## src/rtl/stream_anti_underflow.sv

```systemverilog
// Packet-aware anti-underflow FIFO for a first/last/data/last_be/error stream.
// Holds each packet back until it can leave gap-free; a mid-packet run-dry is cut with an error word.
module stream_anti_underflow #(
  parameter int DW        = 32,
  parameter int DEPTH     = 64,
  parameter int THRESHOLD = 0
) (
  input  logic                     sys_clk,
  input  logic                     sys_rst,
  input  logic                     sink_valid,
  output logic                     sink_ready,
  input  logic                     sink_first,
  input  logic                     sink_last,
  input  logic [DW-1:0]            sink_payload_data,
  input  logic [DW/8-1:0]          sink_payload_last_be,
  input  logic [DW/8-1:0]          sink_payload_error,
  output logic                     source_valid,
  input  logic                     source_ready,
  output logic                     source_first,
  output logic                     source_last,
  output logic [DW-1:0]            source_payload_data,
  output logic [DW/8-1:0]          source_payload_last_be,
  output logic [DW/8-1:0]          source_payload_error,
  output logic [$clog2(DEPTH):0]   level,
  output logic [15:0]              underflow_count
);
  localparam int BL = DW / 8;
  localparam int AW = $clog2(DEPTH);
  localparam int LW = AW + 1;
  localparam int WW = DW + 2 * BL + 2;

  typedef enum logic {IDLE = 1'b0, STREAM = 1'b1} state_t;

  state_t        state_q, state_d;
  logic [AW-1:0] wr_ptr_q, wr_ptr_d;
  logic [AW-1:0] rd_ptr_q, rd_ptr_d;
  logic [LW-1:0] level_q, level_d;
  logic [LW-1:0] pkt_count_q, pkt_count_d;
  logic          drop_q, drop_d;
  logic [15:0]   ucnt_q, ucnt_d;
  logic [WW-1:0] mem_q [DEPTH];

  logic [WW-1:0] head;
  logic [WW-1:0] wr_word;
  logic          head_last;
  logic          empty, full;
  logic          abort_now, discard;
  logic          wr_en, rd_en, abort_hs;
  logic          start;

  assign head      = mem_q[rd_ptr_q];
  assign head_last = head[WW-2];
  assign wr_word   = {sink_first, sink_last, sink_payload_data,
                      sink_payload_last_be, sink_payload_error};

  assign empty     = (level_q == '0);
  assign full      = (level_q == LW'(DEPTH));
  assign abort_now = (state_q == STREAM) && empty;
  assign discard   = drop_q || abort_now;

  // Drop mode and the abort cycle swallow sink words, so they never backpressure.
  assign sink_ready   = !sys_rst && (drop_q || abort_now || !full);
  assign source_valid = !sys_rst && (state_q == STREAM);

  assign wr_en    = sink_valid && sink_ready && !discard;
  assign rd_en    = source_valid && source_ready && !empty;
  assign abort_hs = source_valid && source_ready && abort_now;

  assign start = (pkt_count_q != '0)
              || ((THRESHOLD > 0) && (level_q >= LW'(THRESHOLD)))
              || full;

  assign source_first           = abort_now ? 1'b0 : head[WW-1];
  assign source_last            = abort_now ? 1'b1 : head_last;
  assign source_payload_data    = abort_now ? '0 : head[WW-3 -: DW];
  assign source_payload_last_be = abort_now ? '0 : head[2*BL-1 -: BL];
  assign source_payload_error   = abort_now ? '1 : head[BL-1:0];

  assign level           = level_q;
  assign underflow_count = ucnt_q;

  always_comb begin
    state_d     = state_q;
    wr_ptr_d    = wr_ptr_q + AW'(wr_en);
    rd_ptr_d    = rd_ptr_q + AW'(rd_en);
    level_d     = level_q + LW'(wr_en) - LW'(rd_en);
    pkt_count_d = pkt_count_q + LW'(wr_en && sink_last) - LW'(rd_en && head_last);
    drop_d      = drop_q;
    ucnt_d      = ucnt_q;

    case (state_q)
      IDLE:    if (start) state_d = STREAM;
      STREAM:  if (abort_hs || (rd_en && head_last)) state_d = IDLE;
      default: state_d = IDLE;
    endcase

    // A last word discarded alongside the abort already closes the packet.
    if (abort_hs) begin
      drop_d = !(sink_valid && sink_last);
      if (ucnt_q != 16'hFFFF) ucnt_d = ucnt_q + 16'd1;
    end else if (drop_q && sink_valid && sink_ready && sink_last) begin
      drop_d = 1'b0;
    end
  end

  always_ff @(posedge sys_clk) begin
    if (sys_rst) begin
      state_q     <= IDLE;
      wr_ptr_q    <= '0;
      rd_ptr_q    <= '0;
      level_q     <= '0;
      pkt_count_q <= '0;
      drop_q      <= 1'b0;
      ucnt_q      <= '0;
    end else begin
      state_q     <= state_d;
      wr_ptr_q    <= wr_ptr_d;
      rd_ptr_q    <= rd_ptr_d;
      level_q     <= level_d;
      pkt_count_q <= pkt_count_d;
      drop_q      <= drop_d;
      ucnt_q      <= ucnt_d;
    end
  end

  always_ff @(posedge sys_clk) begin
    if (wr_en) mem_q[wr_ptr_q] <= wr_word;
  end

endmodule
```

## config.mk

```make
export PLATFORM = sky130hd
export DESIGN_NAME = stream_anti_underflow
export DESIGN_NICKNAME = d
export VERILOG_FILES = /design/src/rtl/stream_anti_underflow.sv
export SDC_FILE = /design/constraint.sdc
export NUM_CORES = 2
export LEC_CHECK = 0
export BUFFER_PORTS_ARGS = -buffer_cell sky130_fd_sc_hd__buf_4
export CORE_ASPECT_RATIO = 1.2
export CORE_MARGIN = 5
export CORE_UTILIZATION = 55
export DETAILED_ROUTE_END_ITERATION = 6
export PLACE_DENSITY = 0.78
export SLEW_MARGIN = 20
export SYNTH_ARGS = -nofsm -noshare
export SYNTH_HDL_FRONTEND = slang
export SYNTH_SLANG_ARGS = --single-unit
```

## constraint.sdc

```tcl
create_clock -name sys_clk -period 5.4 [get_ports sys_clk]
set_clock_uncertainty 0.2 [all_clocks]
set_input_delay 0.27 -clock sys_clk [delete_from_list [all_inputs] [get_ports sys_clk]]
set_output_delay 0.27 -clock sys_clk [all_outputs]
set_load 0.02 [all_outputs]
```

# --- After elaboration in Yosys (flattened, before gate mapping) ---
# Memory sizes are Yosys's and may differ from the RTL's. A register that Yosys moved wholly into a read port is not among the register bits.
# Cells that the tools add are included.
classes:
  reduce_logical: 27
  shift: 0
  n_eq_ne: 2
  muxes: 13
  n_div: 0
  bitwise_logic: 1
  order_cmp: 0
  addsub: 7
  mul: 0
ops:
  columns: ["cell", "count"]
  rows:
  - ["32-bit two-way mux", 1]
  - ["16-bit by 1-bit adder with 16-bit output, second input constant", 1]
  - ["16-bit != test, second input constant", 1]
  - ["7-bit by 1-bit adder with 7-bit output", 2]
  - ["1-bit logical AND", 14]
  - ["7-bit by 1-bit subtractor with 7-bit output", 2]
  - ["6-bit by 1-bit adder with 6-bit output", 2]
  - ["1-bit two-way mux", 8]
  - ["4-bit two-way mux", 2]
  - ["7-bit equality test, second input constant", 1]
  - ["7-bit logical NOT", 1]
  - ["7-bit nonzero test", 1]
  - ["6-bit two-way mux", 1]
  - ["1-bit logical NOT", 5]
  - ["1-bit logical OR", 4]
  - ["1-bit case mux with 2 select lines", 1]
  - ["2-bit AND reduction", 1]
  - ["2-bit nonzero test", 1]
  - ["1-bit NOT", 1]
word_totals:
  mem_bits_ro: 0
  ff_bits: 44
  latch_bits: 0
  n_memories: 1
  word_cells: 58
  inputBits: 46
  output_inout_bits: 67
  mem_bits_rw: 2688
mem_list:
  columns: ["name", "depth", "word_bits", "read_ports", "rd_clocked_by_memory_dff", "wr", "line", "rtl"]
  rows:
  - ["mem_q", 64, 42, 1, 1, 1, "41", "logic [WW-1:0] mem_q [DEPTH];"]

# --- Depth between registers and ports, before layout ---
logic_depth:
  word_depth: 10
  depth_mapped: 21
  depth_no_buf: 17

# --- Worst setup path after synthesis ---
# No wires, ideal clock.
synth_timing:
  path_type: "reg-to-reg"
  from: "register level_q[4] (netlist: level[4])"
  to: "memory mem_q[61][0] (netlist name), enable pin"
  stages_incl_launch_ff: 9
  setup_ns: 0.442
  required_time_ns: 4.758
  synth_period_minus_slack_ns: 4.244
  setup_slack_ns: 1.156
  arrival_ns: 3.602
  path_buffers: 0
  path_cell_list: "dfxtp_1 -> inv_1 -> ha_1 -> and4bb_2 -> nand3_1 -> nand4_1 -> nor2_1 -> nand3_1 -> nor2_1"
synth_via:
  elab_chain_len: 9
  word_cells_on_any_way: 12
  cone_classes: "1 x eq/ne; 2 x mux; 9 x reduce/logical"
synth_lines:
  columns: ["item", "line", "rtl"]
  rows:
  - ["start: declaration", "37", "logic [LW-1:0] level_q, level_d;"]
  - ["start signal: assignment", "119", "level_q <= level_d;"]
  - ["7-bit logical NOT", "56", "assign empty = (level_q == '0);"]
  - ["1-bit logical AND", "58", "assign abort_now = (state_q == STREAM) && empty;"]
  - ["1-bit logical OR", "59, 62", null]
  - ["1-bit logical OR", "62", "assign sink_ready = !sys_rst && (drop_q || abort_now || !full);"]
  - ["1-bit logical AND", "62", null]
  - ["1-bit logical AND", "65", "assign wr_en = sink_valid && sink_ready && !discard;"]
  - ["1-bit logical AND (*)", "65", null]
  - ["1-bit two-way mux (*)", "127", "if (wr_en) mem_q[wr_ptr_q] <= wr_word;"]
  - ["1-bit two-way mux (not written as such) (*)", "127", null]
  - ["end: declaration", "41", null]
# Every way passes the cells marked *; elsewhere a longest branch is shown, timed or not.

==> reports/metrics.yaml <==
run_status:
  status: "finished, violations left"
  failed_checks: "DRC"
cells_and_area:
  final_cells: 7620
  design_area_sq_mm: 0.119
  final_util_pct: 62.5
  final_common_cell: "edfxtp_1"
  syn_to_final_growth_pct: 13.0
  fillCellCount: 11700
  nNetsFinal: 5002
  drive_gt1_share_pct: 28.7
  mostFrequentLayoutCells: "edfxtp_1 (2688), mux4_2 (733), clkbuf_16 (239)"
placed_design:
  placed_area_sq_mm: 0.110
  hpwl_mm: 150
  io_buffers: 112
  post-place-ws_ps: 782
  place_congestion: 0.842
  dp_cells: 7125
synth:
  syn_area_sq_mm: 0.105
  syn_avg_cell_area_sq_um: 22.9
  synth.ff_latch_count: 2732
  ys.flop_type: "edfxtp_1"
  async_reset_ff_share_pct: 0
  synth_cells: 4596
  synth_nets: 4667
  synth_cell_types: 65
  synth_edf_count: 2688
  yosysWarnings: 0
  yosysSeqAreaShare_pct: 77.6
grt:
  grt_use_total_pct: 30.1
  grt_start_max_net_pins: 152
  use_met1_pct: 37.5
  gr-total-overflow: 0
  grt_pass1_vias: 54600
  met2_usage_pct: 48.7
  grt_antenna_before_repair: 10
  busiest_layer: "met2"
  grt_pass1_wl_mm: 420
  use_met3_pct: 7.58
flow_run:
  max-cap-violations: 0
power_and_ir_drop:
  combinationalPowerShare_pct: 8.7
  p_leak_nw: 36.2
  seqPwrFrac_pct: 52.5
  peakVddDrop_uv: 324
  pwr-share-clk_pct: 38.8
  power_mw: 44.7
  power_density_mw_per_mm2: 377
  internal-power_mw: 34.7
  sw_frac_of_total_pct: 22.4
  switchingPower_mw: 10.0
sta:
  finalSetupViolations: 0
  maxSlewViolCount: 0
  fmax_mhz: 189
  hold_violations: 0
  timing.final.ws_setup_ps: 102
  tightest_slew_ps: 1170
  post-route-min-period_ps: 5300
  slew_headroom_pct: 22.2
  rsz0062_at_grt: "false"
  setup-tns-final_ps: 0
  fin_crit_sh_pct: 98.1
  holdWs_ps: 245
floorplan:
  initial_core_util_pct: 55.4
  chipWidth_microns: 409
  die_h_microns: 489
  num_rows: 175
  ios: 113
  die_area_sq_mm: 0.200
  core_sq_mm: 0.190
cts:
  clk_latency_ps: 900
  clk_path_buf_depth: 3
  cts-htree-levels: 4
  cts_root_buf: "clkbuf_16"
  clk_pin_slew_worst_paths_ps: 70
  tritoncts: "done"
  clkSinkCount: 2732
  numCtsBuffers: 234
min_path:
  worstHoldPathCells: 2
  hp-class: "in -> reg"
  min-delay-start: "sink_payload_data[23]"
  hold_end: "mem_q[33][31]"
critical_path:
  arrival_ps: 4830
  crit_path_end_kind: "primary output"
  timing.rr.end: "pkt_count_q[6]"
  criticalPathCategory: "reg -> out"
  r2r_start: "rd_ptr_q[3]"
  worstSetupStartpointType: "flip-flop"
  crit_path_max_fanout: 106
  r2r_cells: 17
  r2r_slack_ps: 500
  required_ps: 4930
route:
  vias: 53900
  detail-route-antenna-nets: 0
  wl_mm: 300
  drt_iter0_markers: 9161
  drt-wirelength-per-cell_microns: 39.3
  drc: 3
  viasPerCell: 7.08
  first_pass_iters: 7
## critical path: stages, from the launching register on
cell	delay, ps
dfxtp_4	400
buf_12	540
buf_6	600
mux2i_1	170
a221oi_1	370
o21ai_0	140
o211ai_1	120
o311ai_0	310
o22ai_1	840
buf_4	290
## state kept, by name, indices dropped and copies added, names as in the netlist
register	cells
underflow_count	16
wr_ptr_q	6
state_q	1
drop_q	1
pkt_count_q	7
level	7
mem_q	2688
rd_ptr_q	6
## repair_timing
action,CTS,global route
buffers inserted,0,0
endpoints found under the setup margin,0,3
endpoints found under the hold margin,2732,0
gates resized for setup,0,3
hold buffers,47,0
## power groups by stage
stage          Combinational (mW)  Clock [mW]  Sequential (mW)
3_5_place_dp                 3.79           0             23.9
5_1_grt                      4.15        18.4             23.5
3_3_place_gp                 3.73           0             23.9
2_1_floorplan                2.43           0             23.9
6_report                     3.91        17.3             23.5
4_1_cts                      3.90        17.4             23.5
## layer usage
| metal | up-vias | share of wire, % |
|---|---|---|
| li1 | 20200 | - |
| met1 | 27700 | 31 |
| met2 | 4979 | 48 |
| met3 | 1083 | 13 |
| met4 | 8 | 7.3 |
| met5 | - | 0.057 |
## kinds of logic (layout without fill, tap and decap cells)
logic type      Yosys count  count (layout)  share of synthesized area [%]
flops                  2732            2732                           77.6
buf+inv                 266             808                           1.23
xor+xnor                 28              28                          0.233
compound gates          265             265                           1.79
simple gates            415             415                           1.80
fa+ha+maj                25              25                          0.312
mux                     865             865                           17.0
other cells               0               4                              0
## worst max path at each step
stage,from,end,depth (start not counted)
after floorplan,level[4],mem_q[61][0],8
after global placement,rd_ptr_q[3],pkt_count_q[6],17
after detailed placement,rd_ptr_q[3],pkt_count_q[6],17
after CTS,rd_ptr_q[1],source_payload_error[1],8
after global routing,rd_ptr_q[1],source_payload_data[20],8
final,rd_ptr_q[2],source_payload_data[1],9
## cell type report
class	count	area [sq um]	share of cell area, %
multi-input combinational	1598	22700	19.1
antenna	4	10.0	0.00843
timing repair buffer	339	3330	2.80
clock buffer	279	6150	5.18
tap	2478	3100	2.61
sequential	2732	81600	68.7
inverter	26	105	0.0885
clock inverter	164	1710	1.44
## Yosys cell counts (all sizes together), types with 3 or more instances
| master | count | area [sq um] |
|---|---|---|
| mux2 | 13 | 146 |
| nor3 | 10 | 50.1 |
| o21bai | 3 | 22.5 |
| mux4 | 733 | 16500 |
| dfxtp | 44 | 881 |
| clkbuf | 73 | 274 |
| a22oi | 54 | 405 |
| nor2 | 137 | 514 |
| nor2b | 41 | 257 |
| a21boi | 5 | 37.5 |
| nand2 | 134 | 503 |
| and2 | 5 | 31.3 |
| nand2b | 5 | 31.3 |
| ha | 23 | 288 |
| xor2 | 15 | 131 |
| o32ai | 3 | 26.3 |
| a311oi | 4 | 35.0 |
| a211oi | 27 | 203 |
| nand4 | 16 | 100 |
| edfxtp | 2688 | 80700 |
| mux2i | 119 | 1190 |
| o211ai | 15 | 113 |
| inv | 25 | 93.8 |
| or3 | 6 | 37.5 |
| o22ai | 18 | 113 |
| a22o | 13 | 114 |
| o32a | 3 | 30.0 |
| a31oi | 26 | 163 |
| a32oi | 3 | 26.3 |
| o31ai | 4 | 30.0 |
| a221oi | 4 | 35.0 |
| xnor2 | 13 | 114 |
| a221o | 12 | 120 |
| and3 | 6 | 37.5 |
| nand3 | 38 | 190 |
| o21ai | 28 | 140 |
| a21oi | 28 | 140 |
| buf | 167 | 926 |
| nand3b | 5 | 37.5 |
Power figures use the tool's default switching activity.
